**config.mk**
```make
export PLATFORM = sky130hd
export DESIGN_NAME = fetch_unit
export DESIGN_NICKNAME = d
export VERILOG_FILES = /design/src/rtl/fetch_pkg.sv /design/src/rtl/fetch_fifo.sv /design/src/rtl/fetch_unit.sv
export SDC_FILE = /design/constraint.sdc
export NUM_CORES = 1
export LEC_CHECK = 0
export BUFFER_PORTS_ARGS = -buffer_cell sky130_fd_sc_hd__buf_2
export CORE_UTILIZATION = 40
export DETAILED_ROUTE_END_ITERATION = 6
export PLACE_DENSITY = 0.56
export SLEW_MARGIN = 20
export SYNTH_ARGS = -nofsm -noshare
export SYNTH_HDL_FRONTEND = slang
export SYNTH_SLANG_ARGS = --single-unit
export TNS_END_PERCENT = 10
```
**constraint.sdc**
```tcl
create_clock -name clk -period 5.55 [get_ports clk]
set_clock_uncertainty 0.1 [all_clocks]
set_input_delay 0.555 -clock clk [delete_from_list [all_inputs] [get_ports clk]]
set_output_delay 0.555 -clock clk [all_outputs]
set_load 0.02 [all_outputs]
```
**src/rtl/fetch_pkg.sv**
```systemverilog
// Purpose : shared types and constants for the instruction fetch slice.
// Latency : n/a (declarations only).
// Backpressure: n/a.
package fetch_pkg;

    // Fetch sequencing: RUN issues requests, DRAIN discards responses that
    // belong to a path abandoned by a redirect.
    typedef enum logic {
        RUN   = 1'b0,
        DRAIN = 1'b1
    } state_t;

    localparam int XLEN_DEFAULT = 32;

    // Byte stride between consecutive instructions; also the fetch alignment.
    localparam int INSTR_ALIGN = 4;

endpackage

```
**src/rtl/fetch_fifo.sv**
```systemverilog
// Purpose : synchronous DEPTH x WIDTH queue with flush, count, full and empty.
// Latency : push visible at pop_dat one cycle later; pop_dat is combinational from head.
// Backpressure: push while full and pop while empty are ignored; flush wins over both.
//
// Ports:
//   clk, rst            clock and synchronous active-high reset
//   push, push_dat      write one entry at the tail
//   pop                 retire the head entry
//   flush               empty the queue this cycle
//   pop_dat             head entry (valid when !empty)
//   count, full, empty  occupancy status
module fetch_fifo #(
    parameter int WIDTH = 64,
    parameter int DEPTH = 4
) (
    input  logic                     clk,
    input  logic                     rst,
    input  logic                     push,
    input  logic [WIDTH-1:0]         push_dat,
    input  logic                     pop,
    input  logic                     flush,
    output logic [WIDTH-1:0]         pop_dat,
    output logic [$clog2(DEPTH):0]   count,
    output logic                     full,
    output logic                     empty
);

    localparam int AW = $clog2(DEPTH);
    localparam int CW = AW + 1;

    logic [WIDTH-1:0] mem [DEPTH];
    logic [AW-1:0]    wptr;
    logic [AW-1:0]    rptr;
    logic             do_push;
    logic             do_pop;

    assign full    = (count == CW'(DEPTH));
    assign empty   = (count == '0);
    assign do_push = push && !full;
    assign do_pop  = pop && !empty;
    assign pop_dat = mem[rptr];

    // Storage carries no reset; validity is tracked by count alone.
    always_ff @(posedge clk) begin
        if (do_push) begin
            mem[wptr] <= push_dat;
        end
    end

    // DEPTH is a power of two, so the pointers wrap naturally.
    always_ff @(posedge clk) begin
        if (rst || flush) begin
            wptr  <= '0;
            rptr  <= '0;
            count <= '0;
        end else begin
            if (do_push) begin
                wptr <= wptr + AW'(1);
            end
            if (do_pop) begin
                rptr <= rptr + AW'(1);
            end
            if (do_push && !do_pop) begin
                count <= count + CW'(1);
            end else if (!do_push && do_pop) begin
                count <= count - CW'(1);
            end
        end
    end

endmodule

```
**src/rtl/fetch_unit.sv**
```systemverilog
// Purpose : instruction fetch with credit-limited requests, in-order queue and redirect flush.
// Latency : request address combinational from fetch_pc; response reaches out_* one cycle later.
// Backpressure: requests stop when queued + in-flight reaches DEPTH; out_ready stalls the queue head.
//
// Ports:
//   clk, rst                       clock and synchronous active-high reset
//   imem_req_valid/ready/addr      fetch request channel (word aligned)
//   imem_rsp_valid/data            in-order instruction return, no backpressure
//   out_valid/ready/instr/pc       decoded-side instruction stream
//   redirect_valid/pc              taken branch/jump: flush and refetch from redirect_pc
module fetch_unit
    import fetch_pkg::*;
#(
    parameter int              XLEN     = XLEN_DEFAULT,
    parameter int              DEPTH    = 4,
    parameter logic [XLEN-1:0] RESET_PC = '0
) (
    input  logic            clk,
    input  logic            rst,
    output logic            imem_req_valid,
    input  logic            imem_req_ready,
    output logic [XLEN-1:0] imem_req_addr,
    input  logic            imem_rsp_valid,
    input  logic [XLEN-1:0] imem_rsp_data,
    output logic            out_valid,
    input  logic            out_ready,
    output logic [XLEN-1:0] out_instr,
    output logic [XLEN-1:0] out_pc,
    input  logic            redirect_valid,
    input  logic [XLEN-1:0] redirect_pc
);

    localparam int              CW         = $clog2(DEPTH) + 1;
    localparam logic [XLEN-1:0] STEP       = XLEN'(INSTR_ALIGN);
    localparam logic [XLEN-1:0] ALIGN_MASK = XLEN'(INSTR_ALIGN - 1);

    state_t          state;
    logic [XLEN-1:0] fetch_pc;
    logic [XLEN-1:0] rsp_pc;
    logic [XLEN-1:0] target;
    logic [CW-1:0]   inflight;
    logic [CW-1:0]   stale;
    logic [CW-1:0]   eff_inflight;
    logic [CW-1:0]   q_count;
    logic            q_full;
    logic            q_empty;
    logic [CW:0]     occupancy;
    logic [XLEN-1:0] redirect_aligned;
    logic            accept;
    logic            rsp_take;
    logic            q_push;
    logic            q_pop;
    logic [2*XLEN-1:0] q_head;

    assign redirect_aligned = redirect_pc & ~ALIGN_MASK;

    // Queue slots already filled plus responses still owed; one extra bit so
    // the sum cannot wrap before the compare.
    assign occupancy      = {1'b0, q_count} + {1'b0, inflight};
    assign imem_req_valid = (state == RUN) && (occupancy < (CW + 1)'(DEPTH));
    assign imem_req_addr  = fetch_pc;

    assign accept   = imem_req_valid && imem_req_ready;
    // A response with nothing outstanding cannot belong to us (e.g. a request
    // issued before reset), so it is dropped without touching any counter.
    assign rsp_take = imem_rsp_valid && (inflight != '0);

    // Redirect kills this cycle's response and pop; responses in DRAIN are stale.
    assign q_push = rsp_take && (state == RUN) && !redirect_valid && !q_full;
    assign q_pop  = out_valid && out_ready && !redirect_valid;

    // Outstanding count after this cycle's accept and response are applied.
    always_comb begin
        eff_inflight = inflight;
        if (accept && !rsp_take) begin
            eff_inflight = inflight + CW'(1);
        end else if (!accept && rsp_take) begin
            eff_inflight = inflight - CW'(1);
        end
    end

    always_ff @(posedge clk) begin
        if (rst) begin
            state    <= RUN;
            fetch_pc <= RESET_PC;
            rsp_pc   <= RESET_PC;
            target   <= RESET_PC;
            inflight <= '0;
            stale    <= '0;
        end else begin
            inflight <= eff_inflight;
            case (state)
                RUN: begin
                    if (redirect_valid) begin
                        if (eff_inflight == '0) begin
                            fetch_pc <= redirect_aligned;
                            rsp_pc   <= redirect_aligned;
                        end else begin
                            // Every request still owed, including one accepted
                            // right now, returns on the abandoned path.
                            state  <= DRAIN;
                            target <= redirect_aligned;
                            stale  <= eff_inflight;
                        end
                    end else begin
                        if (accept) begin
                            fetch_pc <= fetch_pc + STEP;
                        end
                        if (rsp_take) begin
                            rsp_pc <= rsp_pc + STEP;
                        end
                    end
                end
                DRAIN: begin
                    if (redirect_valid) begin
                        target <= redirect_aligned;
                    end
                    if (rsp_take) begin
                        stale <= stale - CW'(1);
                        if (stale == CW'(1)) begin
                            // A redirect arriving on the final stale response
                            // must still take effect.
                            state    <= RUN;
                            fetch_pc <= redirect_valid ? redirect_aligned : target;
                            rsp_pc   <= redirect_valid ? redirect_aligned : target;
                        end
                    end
                end
                default: begin
                    state <= RUN;
                end
            endcase
        end
    end

    fetch_fifo #(
        .WIDTH (2 * XLEN),
        .DEPTH (DEPTH)
    ) u_queue (
        .clk      (clk),
        .rst      (rst),
        .push     (q_push),
        .push_dat ({rsp_pc, imem_rsp_data}),
        .pop      (q_pop),
        .flush    (redirect_valid),
        .pop_dat  (q_head),
        .count    (q_count),
        .full     (q_full),
        .empty    (q_empty)
    );

    assign out_valid = !q_empty;
    assign out_pc    = q_head[2*XLEN-1:XLEN];
    assign out_instr = q_head[XLEN-1:0];

endmodule

```
# Yosys cells after proc, flatten, opt, wreduce, memory -nomap -nowiden
# Memory sizes are Yosys's and may differ from the RTL's. A register that Yosys moved wholly into a read port is not among the register bits.
# Cells that the tools add are included.
[totals] regBits=110 mem_bits_rw=256 input_bits=70 output_inout_bits=98 wordCells=91 n_memories=1
[memory_table] name="u_queue.mem" depth=4 width=64 read_ports=1 rd_clocked_by_memory_dff=1 wr=1 line="fetch_fifo.sv:31" text="logic [WIDTH-1:0] mem [DEPTH];"
[classes] n_addsub=10 n_lt_le_gt_ge=1 eq_ne=9 muxes=30 bitwise_logic=1 reduce_logical=30
[ops] cell="two-way mux 32 bit" count=10
[ops] cell="case mux 32 bit (2 select lines)" count=3
[ops] cell="adder 32 x 3 -> 32 bit, second input constant" count=2
[ops] cell="two-way mux 3 bit" count=7
[ops] cell="logical AND 1 bit" count=14
[ops] cell="subtractor 3 x 1 -> 3 bit, second input constant" count=3
[ops] cell="AND reduction 4 bit" count=2
[ops] cell="zero test 1 bit" count=7
[ops] cell="adder 3 x 1 -> 3 bit, second input constant" count=2
[ops] cell="zero test 3 bit" count=2
[ops] cell="two-way mux 1 bit" count=6
[ops] cell="inequality test 3 bit, second input constant" count=2
[ops] cell="case mux 3 bit (2 select lines)" count=1
[ops] cell="adder 2 x 1 -> 2 bit, second input constant" count=2
[ops] cell="adder 3 x 3 -> 4 bit" count=1
[ops] cell="< comparator 4 x 3 -> 1 bit, second input constant" count=1
[ops] cell="two-way mux 2 bit" count=2
[ops] cell="inequality test 2 x 1 -> 1 bit, second input constant" count=2
[ops] cell="inequality test 2 bit, second input constant" count=2
[ops] cell="equality test 3 x 1 -> 1 bit, second input constant" count=1
[ops] cell="equality test 3 bit, second input constant" count=1
[ops] cell="inequality test 3 x 2 -> 1 bit, second input constant" count=1
[ops] cell="AND reduction 3 bit" count=1
[ops] cell="nonzero test 3 bit" count=1
[ops] cell="5 further kinds" count=5

# Longest topological paths before layout
# Gate-level depths: netlist of run 1.
[logic_depth] depth_word=12 mapped_depth=13 mapped_depth_nobuf=11

# Hierarchy
# From an unflattened synthesis of run 1, not the netlist that was laid out.
[hier_totals] hier_cells=1160 area_unflattened_um2=15800.2
[modules_own_cells] module="fetch_fifo" instances=1 cells_per_inst=384 area_each_um2=9695.5 seq_area_each_um2=7867.5
[modules_own_cells] module="fetch_unit" instances=1 cells_per_inst=776 area_each_um2=6104.6 seq_area_each_um2=2062.0

# Least setup slack after synthesis of run 1
# OpenSTA, ideal clock, no wires.
[synth_path] kind="register to register" start="register inflight[1]" end="memory u_queue.mem[0][0], enable pin" setup_time_ns=0.429 t_arrival_ns=3.489 required_time_ns=5.021 setup_slack_ns=1.532 stages_incl_launch_ff=8 path_buffers=1 period_less_slack_ns=4.018 cell_sequence="dfxtp_1 inv_1 ha_1 ha_1 nand2b_1 clkbuf_1 a211oi_1 and2_1"
[synth_between] elab_chain_len=8
[synth_lines] element="from (decl)" line="fetch_unit.sv:41" text="logic [CW-1:0] inflight;"
[synth_lines] element="from (signal assigned)" line="fetch_unit.sv:91" text="inflight <= eff_inflight;"
[synth_lines] element="nonzero test 3 bit" line="fetch_unit.sv:66" text="assign rsp_take = imem_rsp_valid && (inflight != '0);"
[synth_lines] element="logical AND 1 bit" line="fetch_unit.sv:66"
[synth_lines] element="logical AND 1 bit (3 in series)" line="fetch_unit.sv:69" text="assign q_push = rsp_take && (state == RUN) && !redirect_valid && !q_full;"
[synth_lines] element="logical AND 1 bit" line="fetch_fifo.sv:39" text="assign do_push = push && !full;"
[synth_lines] element="named net u_queue.do_push" line="fetch_fifo.sv:34" text="logic do_push;"
[synth_lines] element="two-way mux 1 bit" line="fetch_fifo.sv:45" text="if (do_push) begin"
[synth_lines] element="two-way mux 1 bit (not written as such)" line="fetch_fifo.sv:46" text="mem[wptr] <= push_dat;"
[synth_lines] element="to (decl)" line="fetch_fifo.sv:31"
# The timed path passes the listed nets, and every way through them passes these cells.

# Final worst setup path of run 1
[layout_path] start="register inflight[1]" end="register fetch_pc[12], in the netlist imem_req_addr[12]"
[layout_between] elab_chain_len=11 elab_cells_between_ends=19 classes_between="add/sub (3); order compare (1); eq/ne (3); mux (2); reduce/logical (10)"
[layout_lines] element="adder 3 x 3 -> 4 bit" line="fetch_unit.sv:59" text="assign occupancy = {1'b0, q_count} + {1'b0, inflight};"
[layout_lines] element="< comparator 4 x 3 -> 1 bit" line="fetch_unit.sv:60" text="assign imem_req_valid = (state == RUN) && (occupancy < (CW + 1)'(DEPTH));"
[layout_lines] element="logical AND 1 bit" line="fetch_unit.sv:60"
[layout_lines] element="logical AND 1 bit" line="fetch_unit.sv:63" text="assign accept = imem_req_valid && imem_req_ready;"
[layout_lines] element="zero test 1 bit" line="fetch_unit.sv:77" text="end else if (!accept && rsp_take) begin"
[layout_lines] element="logical AND 1 bit" line="fetch_unit.sv:77"
[layout_lines] element="two-way mux 3 bit" line="fetch_unit.sv:77"
[layout_lines] element="two-way mux 3 bit" line="fetch_unit.sv:75" text="if (accept && !rsp_take) begin"
[layout_lines] element="zero test 3 bit" line="fetch_unit.sv:95" text="if (eff_inflight == '0) begin"
[layout_lines] element="inequality test 3 x 2 -> 1 bit (no source line)"
[layout_lines] element="AND reduction 4 bit (no source line) *"
[layout_lines] element="to (signal assigned)" line="fetch_unit.sv:96" text="fetch_pc <= redirect_aligned;"
[layout_lines] element="to (signal assigned)" line="fetch_unit.sv:107" text="fetch_pc <= fetch_pc + STEP;"
[layout_lines] element="to (signal assigned)" line="fetch_unit.sv:124" text="fetch_pc <= redirect_valid ? redirect_aligned : target;"
[layout_lines] element="to (decl)" line="fetch_unit.sv:38" text="logic [XLEN-1:0] fetch_pc;"
# Every way passes the cells marked *; elsewhere a longest branch is shown, timed or not.
# A chain may end at the register's enable or synchronous reset.

==> summary.md, run 1 <==
| Metric | Value |
|---|---|
| Status | `finished clean` |
| I/O pins | `168` |
| Hold Vio Cnt, Final | `0` |
| Area fraction of the dominant cell type after synthesis | `48.9%` |
| Fin crit share | `71.7%` |
| Setup TNS | `0 ns` |
| Worst IR Drop VDD | `261 uV` |
| Most common cell after layout, fill and taps aside | `edfxtp_1` |
| Core ar. | `38600 sq um` |
| Post-synth EDFFs | `256` |
| Final ANT Viol Nets | `0` |
| Netlist cell types | `76` |
| Max-cap violation count | `0` |
| HP Class | `in2reg` |
| Hold Buf Count CTS | `0` |
| Starting density of the core | `40.6%` |
| CTS resizes | `0` |
| Postcts setup bufs | `0` |
| Post-synthesis cell area | `15700 sq um` |
| Layout filler cell count | `3433` |
| Num CTS Buffers | `41` |
| Via count | `10400` |
| Tot GR Track Use | `19.1%` |
| Fraction of registers with async set/reset | `0%` |
| Synthesized net count | `1251` |
| Fin. max-slew vios | `0` |
| RSZ-0062 raised after global routing | `no` |
| Iteration count of the initial detailed-routing pass | `6` |
| Fin area | `18400 sq um` |
| Hpwl dp | `24600 um` |
| Synth top area cells | `edfxtp_1 (49%), dfxtp_1 (14%), mux4_2 (9.2%)` |
| Worst-Margin Slew | `1.12 ns` |
| FMAX | `251 MHz` |
| CTS tree | `done` |
| Die Width | `200 um` |
| Std-Cell Rows | `72` |
| Wire per inst | `20.3 um` |
| Synth Warn # | `0` |
| Final RePlAce weighted congestion | `0.837` |
| First-pass GRT wire length | `60000 um` |
| Worst Setup End Kind | `register` |
| Worst setup path class | `reg2reg` |
| DRT iter0 DRCs | `614` |
| Vias in the first global route | `10300` |
| Antenna fix cells | `0` |
| Count of input and output buffers | `165` |
| Chip height | `200 um` |
| Total grt overflow | `0` |
| Clk pwr share | `33.7%` |
| Commonest non-fill, non-tap cells in the layout | `edfxtp_1 (256), buf_2 (165), dfxtp_1 (109)` |
| WP data arrival | `4.35 ns` |
| Register share of total power | `45.5%` |
| Placed Cells incl. Taps | `1809` |
| CTS root buf | `clkbuf_16` |
| LEAKAGE | `6.38 nW` |
| WP data required | `5.92 ns` |
| Sink Count | `368` |
| # DRC | `0` |
| Psw | `0.00239 W` |
| DRT Wirelength | `38300 um` |
| Clk buf depth | `3` |
| Flops & latches, synth | `368` |
| Post-route minimum period | `3.98 ns` |
| Layout cells sized above 1 | `24.7%` |
| Clock-pin slew on the worst setup and hold paths | `0.06 ns` |
| # setup viols final | `0` |
| Headroom to the max-slew limit | `24.7%` |
| Pwr Density | `422 nW/um^2` |
| Synth-to-layout area growth | `17.3%` |
| Post-synthesis sequential area ratio | `63.2%` |
| Net Sw Frac | `30.7%` |
| CP max FO | `21` |
| Nets | `1419` |
| H-tree depth | `2` |
| Combinational power share | `20.8%` |
| Post-DR vias/cell | `5.50` |
| Finished Layout Cells | `1884` |
| Crit path launch type | `register` |
| Die area | `40100 sq um` |
| Worst skew pair latency | `0.56 ns` |
| Largest area contributor in the netlist | `edfxtp_1` |
| Synth Flop Type | `edfxtp_1` |
| Internal | `0.00538 W` |
| Synth Area per Inst | `13.5 sq um` |
| Largest net degree at the start of global routing | `80` |
| Placed cell areas | `17100 sq um` |
| Initial antenna violation count | `1` |
| Gate Count Post-Synth | `1166` |
layer usage:
| metal | global-route usage, % | vias to the layer above | wire length [um] |
|---|---|---|---|
| li1 | - | 4884 | - |
| met1 | 27.2 | 5122 | 17700 |
| met2 | 30.1 | 303 | 17700 |
| met3 | 3.40 | 47 | 2290 |
| met4 | 5.69 | 2 | 657 |
| met5 | 0 | - | 13 |
metrics by stage:
stage | hold slack (ns) | power (W) | utilization, % | worst slack (ns)
after floorplan | 0.324 | 0.00466 | - | 1.53
after global placement | 0.336 | 0.00517 | 44.3 | 1.64
after CTS | 0.0908 | 0.00785 | 47.7 | 1.57
final | 0.125 | 0.00777 | 47.7 | 1.57
after detailed placement | 0.339 | 0.00521 | 44.3 | 1.60
after global routing | 0.107 | 0.00814 | 47.7 | 1.31
flip-flops by register name, indices dropped and copies added (netlist names), named ones only:
| register | flops |
|---|---|
| u_queue.wptr | 2 |
| u_queue.rptr | 2 |
| u_queue.mem | 256 |
| u_queue.count | 3 |
| imem_req_addr | 32 |
| inflight | 3 |
| target | 32 |
| stale | 3 |
| state | 1 |
| rsp_pc | 32 |
synth_stat cells (all sizes together), types with 4 or more instances:
cell type  instances
a32o               4
a21boi             4
xnor2              9
xor2               5
clkbuf            44
a21oi             80
nor4              10
a21o               9
nor3              25
a211oi             7
nand3             36
and3              22
o21ai             74
o41ai             10
o31ai             14
nor2              90
mux4              64
edfxtp           256
inv               18
o211ai             8
nand2             85
nand4             13
or3                8
o31a               4
dfxtp            112
buf               22
a311oi             4
and2              10
a31oi              9
mux2i             38
ha                14
final cells by class:
class	count	area, sq um	area share, %
Clock buffer	58	1110	6.03
Clock inverter	17	189	1.03
Inverter	20	75.1	0.407
Multi-Input combinational cell	712	5400	29.3
Sequential cell	368	9940	53.9
Tap cell	518	648	3.52
Timing Repair Buffer	191	1070	5.78
cells by family (layout without fill, tap and decap cells):
group | count (synthesis) | in the layout | synth area share, %
flip-flops | 368 | 368 | 63.2
AND/OR/NAND/NOR | 319 | 319 | 9.84
AO/OA/AOI/OAI | 262 | 262 | 10.9
multiplexers | 102 | 102 | 11.6
buffers and inverters | 86 | 286 | 2.41
adder cells (fa/ha/maj) | 15 | 15 | 1.24
XOR/XNOR | 14 | 14 | 0.781
power groups by stage:
stage | sequential (W) | combinational, W | clock [W]
final | 0.00353 | 0.00162 | 0.00262
after CTS | 0.00353 | 0.00163 | 0.00270
after global routing | 0.00357 | 0.00177 | 0.00279
after detailed placement | 0.00359 | 0.00162 | 0
after floorplan | 0.00352 | 0.00114 | 0
after global placement | 0.00358 | 0.00159 | 0
worst paths after layout:
kind	start	to	slack [ns]	depth (start not counted)
worst max-delay path	inflight[1]	imem_req_addr[12]	1.57	10
worst min-delay path	imem_rsp_data[1]	u_queue.mem[0][1]	0.12	1
worst max register to register	inflight[1]	imem_req_addr[12]	1.57	10
worst min register to register	target[0]	target[0]	0.34	2
critical path, stage by stage, from the launching register on:
cell and delay (ns):
dfxtp_1 0.51, inv_1 0.13, ha_1 0.20, ha_1 0.21
nand2b_1 0.44, and3_1 0.40, o31ai_1 0.47, a221o_1 0.87
buf_4 0.30, nor2_1 0.06, a211oi_2 0.18
Power figures use the tool's default switching activity.
==> run 2, diff against run 1 <==
- clock period: 5.55 -> 4.1 ns (I/O delays scaled with it)
==> run 2 against run 1 <==
  * Core utilization increased by 2.0 points
  * Setup slack got worse by 0.84 ns
  * Final cell count increased by 3.1%
  * Via count increased by 3.7%
  * Routed wire length increased by 1.7%
  * Flip-flop and latch count unchanged
  * Sequential share of layout area decreased by 2.2 points
  * Die area unchanged
  * Register-to-register slack got worse by 0.84 ns
  * Maximum frequency increased by 18%
  * Global-route usage increased by 0.39 points
  * Combinational power increased by 41%
  * Highest routed layer unchanged
==> summary.md, run 2 (same netlist as run 1, synthesis figures left out) <==
| Metric | Value |
|---|---|
| Vias in the first global route | `10600 (+3.4%)` |
| Sequential cell area | `9940 sq um (unchanged)` |
| Core ar. | `38600 sq um (unchanged)` |
| Max stage delay on crit path | `0.54 ns (-0.33 ns)` |
| Setup TNS | `0 ns (unchanged)` |
| Clock-pin slew on the worst setup and hold paths | `0.06 ns (about the same)` |
| Status | `finished clean` |
| Layout filler cell count | `3361 (-2.1%)` |
| Pwr Density | `568 nW/um^2 (+35%)` |
| I/O pins | `168 (unchanged)` |
| Count of input and output buffers | `165 (unchanged)` |
| Fin area | `19200 sq um (+4.2%)` |
| Combinational power share | `21.0% (+0.2 points)` |
| Commonest non-fill, non-tap cells in the layout | `edfxtp_1 (256), buf_2 (165), dfxtp_1 (109)` |
| # DRC | `0 (unchanged)` |
| Largest net degree at the start of global routing | `80 (unchanged)` |
| Starting density of the core | `40.6% (unchanged)` |
| Worst setup path class | `reg2reg` |
| Worst Setup End Kind | `register` |
| CP max FO | `21 (unchanged)` |
| LEAKAGE | `6.72 nW (+5.4%)` |
| Worst IR Drop VDD | `349 uV (+34%)` |
| WP data arrival | `3.77 ns (-0.58 ns)` |
| Max reg flops | `256 (unchanged)` |
| Postcts setup bufs | `0 (unchanged)` |
| Num CTS Buffers | `40 (-2.4%)` |
| Psw | `0.00329 W (+38%)` |
| Clk buf depth | `3 (unchanged)` |
| Fin crit share | `82.1% (+10 points)` |
| Delay-heaviest family, CP | `compound AO/OA/AOI/OAI gates` |
| # setup viols final | `0 (unchanged)` |
| Post-DR vias/cell | `5.53 (+0.63%)` |
| Fin. max-slew vios | `0 (unchanged)` |
| Wire per inst | `20.1 um (-1.3%)` |
| First-pass GRT wire length | `61300 um (+2.2%)` |
| WP depth | `11 (+1)` |
| HP Class | `in2reg` |
| Clk pwr share | `35.4% (+1.7 points)` |
| Area of the multi-input gates | `5400 sq um (unchanged)` |
| R2r endpoint | `rsp_pc[13]` |
| CTS tree | `done` |
| Die area | `40100 sq um (unchanged)` |
| Hold Vio Cnt, Final | `0 (unchanged)` |
| Final RePlAce weighted congestion | `0.822 (-1.8%)` |
| Crit-path slowest cell | `o31ai_1` |
| Worst skew pair latency | `0.56 ns (about the same)` |
| RSZ-0062 raised after global routing | `no` |
| DRT iter0 DRCs | `707 (+15%)` |
| Via count | `10700 (+3.7%)` |
| Reg2Reg Setup Slack | `0.73 ns (-0.84 ns)` |
| Die Width | `200 um (unchanged)` |
| Headroom to the max-slew limit | `32.4% (+7.7 points)` |
| Internal | `0.00761 W (+41%)` |
| Post-route minimum period | `3.37 ns (-0.613 ns)` |
| Most common cell after layout, fill and taps aside | `edfxtp_1` |
| Hpwl dp | `25200 um (+2.2%)` |
| Crit path launch type | `register` |
| Crit path cell chain | `inv_1 -> ha_1 -> ha_1 -> nand2b_1 -> buf_4 -> and3_1 -> o31ai_1 -> a21oi_1 -> buf_4 -> o32ai_1 -> a22o_1` |
| Max-cap violation count | `0 (unchanged)` |
| Net Sw Frac | `30.2% (-0.54 points)` |
| Synth-to-layout area growth | `22.3%` |
| CTS resizes | `0 (unchanged)` |
| H-tree depth | `2 (unchanged)` |
| Tot GR Track Use | `19.5% (+0.39 points)` |
| Register share of total power | `43.7% (-1.8 points)` |
| Worst setup startpoint | `inflight[1]` |
| Layout cells sized above 1 | `25.2% (+0.49 points)` |
| FMAX | `297 MHz (+18%)` |
| Worst-Margin Slew | `1.01 ns (-0.105 ns)` |
| Min setup slack post-route | `0.732 ns (-0.837 ns)` |
| Register bank with the most flops | `u_queue.mem` |
| Iteration count of the initial detailed-routing pass | `5 (-1)` |
| Sink Count | `368 (unchanged)` |
| Total grt overflow | `0 (unchanged)` |
| Reg2Reg Depth | `11 (+1)` |
| CTS root buf | `clkbuf_16` |
| Placed cell areas | `17300 sq um (+0.79%)` |
| Pre-CTS setup slack | `0.762 ns (-0.840 ns)` |
| DRT Wirelength | `39000 um (+1.7%)` |
| Reg2reg start | `inflight[1]` |
| Final ANT Viol Nets | `0 (unchanged)` |
| Initial antenna violation count | `3 (+2)` |
| WP data required | `4.50 ns (-1.42 ns)` |
| Nets | `1476 (+4.0%)` |
| Worst Path Buf+Inv | `3 (+1)` |
| Chip height | `200 um (unchanged)` |
| Std-Cell Rows | `72 (unchanged)` |
| CP endpoint | `rsp_pc[13]` |
[run 2: changes by cell type in the layout (fill, tap and decap cells not counted), moves of 3 or more]
cell,change
dlygate4sd3_1,+50
clkbuf_1,-10
clkbuf_8,+7
buf_12,+6
clkinv_1,-4
bufinv_16,+3
[run 2: how the worst min path moves through the flow]
stage	slack [ns]	start	depth (start not counted)	end
after floorplan	0.32	target[1]	2	target[1]
final	0.02	redirect_pc[2]	3	target[2]
after global routing	0.03	redirect_pc[18]	3	target[18]
after global placement	0.34	target[1]	2	target[1]
after detailed placement	0.34	target[1]	2	target[1]
after CTS	0.001	redirect_pc[2]	3	target[2]
[run 2: routing by layer]
| metal | routed length (um) | vias up | track usage (%) | part of all wire [%] |
|---|---|---|---|---|
| met4 | 819 | 4 | 6.62 | 2.1 |
| met3 | 2250 | 50 | 3.58 | 5.8 |
| li1 | - | 4995 | - | - |
| met2 | 18200 | 320 | 31.1 | 47 |
| met5 | 25 | - | 0 | 0.064 |
| met1 | 17700 | 5375 | 26.9 | 45 |
[run 2: tightest hold or removal path: cells and delay by family]
family                 cells  cell delay (ns)
and+or+nand+nor            1             0.08
muxes                      1             0.06
buffers and inverters      1             0.09
[run 2: per-stage QoR]
| stage | utilization (%) | hold WS, ns | std cells | power (W) |
|---|---|---|---|---|
| floorplan | - | 0.324 | 1166 | 0.00631 |
| detailed placement | 44.7 | 0.342 | 1817 | 0.00708 |
| finish | 49.7 | 0.0177 | 1942 | 0.0109 |
| global placement | 44.6 | 0.336 | 1816 | 0.00703 |
| global route | 49.7 | 0.0323 | 1941 | 0.0114 |
| CTS | 49.7 | 0.00124 | 1941 | 0.0110 |
[run 2: layout make-up]
| type | count | area share, % |
|---|---|---|
| Tap cell | 518 | 3.37 |
| Antenna cell | 1 | 0.0130 |
| Clock inverter | 20 | 1.52 |
| Clock buffer | 54 | 5.96 |
| Multi-Input combinational cell | 712 | 28.1 |
| Timing Repair Buffer | 249 | 8.86 |
| Sequential cell | 368 | 51.7 |
| Inverter | 20 | 0.391 |
[run 2: power by group through the flow]
stage / Sequential (W) / Clock, W / Combinational (W)
5_1_grt: 0.00481 / 0.00409 / 0.00249
3_5_place_dp: 0.00483 / 0 / 0.00225
4_1_cts: 0.00475 / 0.00395 / 0.00230
2_1_floorplan: 0.00477 / 0 / 0.00154
6_report: 0.00476 / 0.00386 / 0.00228
3_3_place_gp: 0.00481 / 0 / 0.00221
[run 2: timing repair]
item	in CTS	in global routing
hold endpoints to repair	146	0
hold buffers	50	0
setup endpoints to repair	0	0
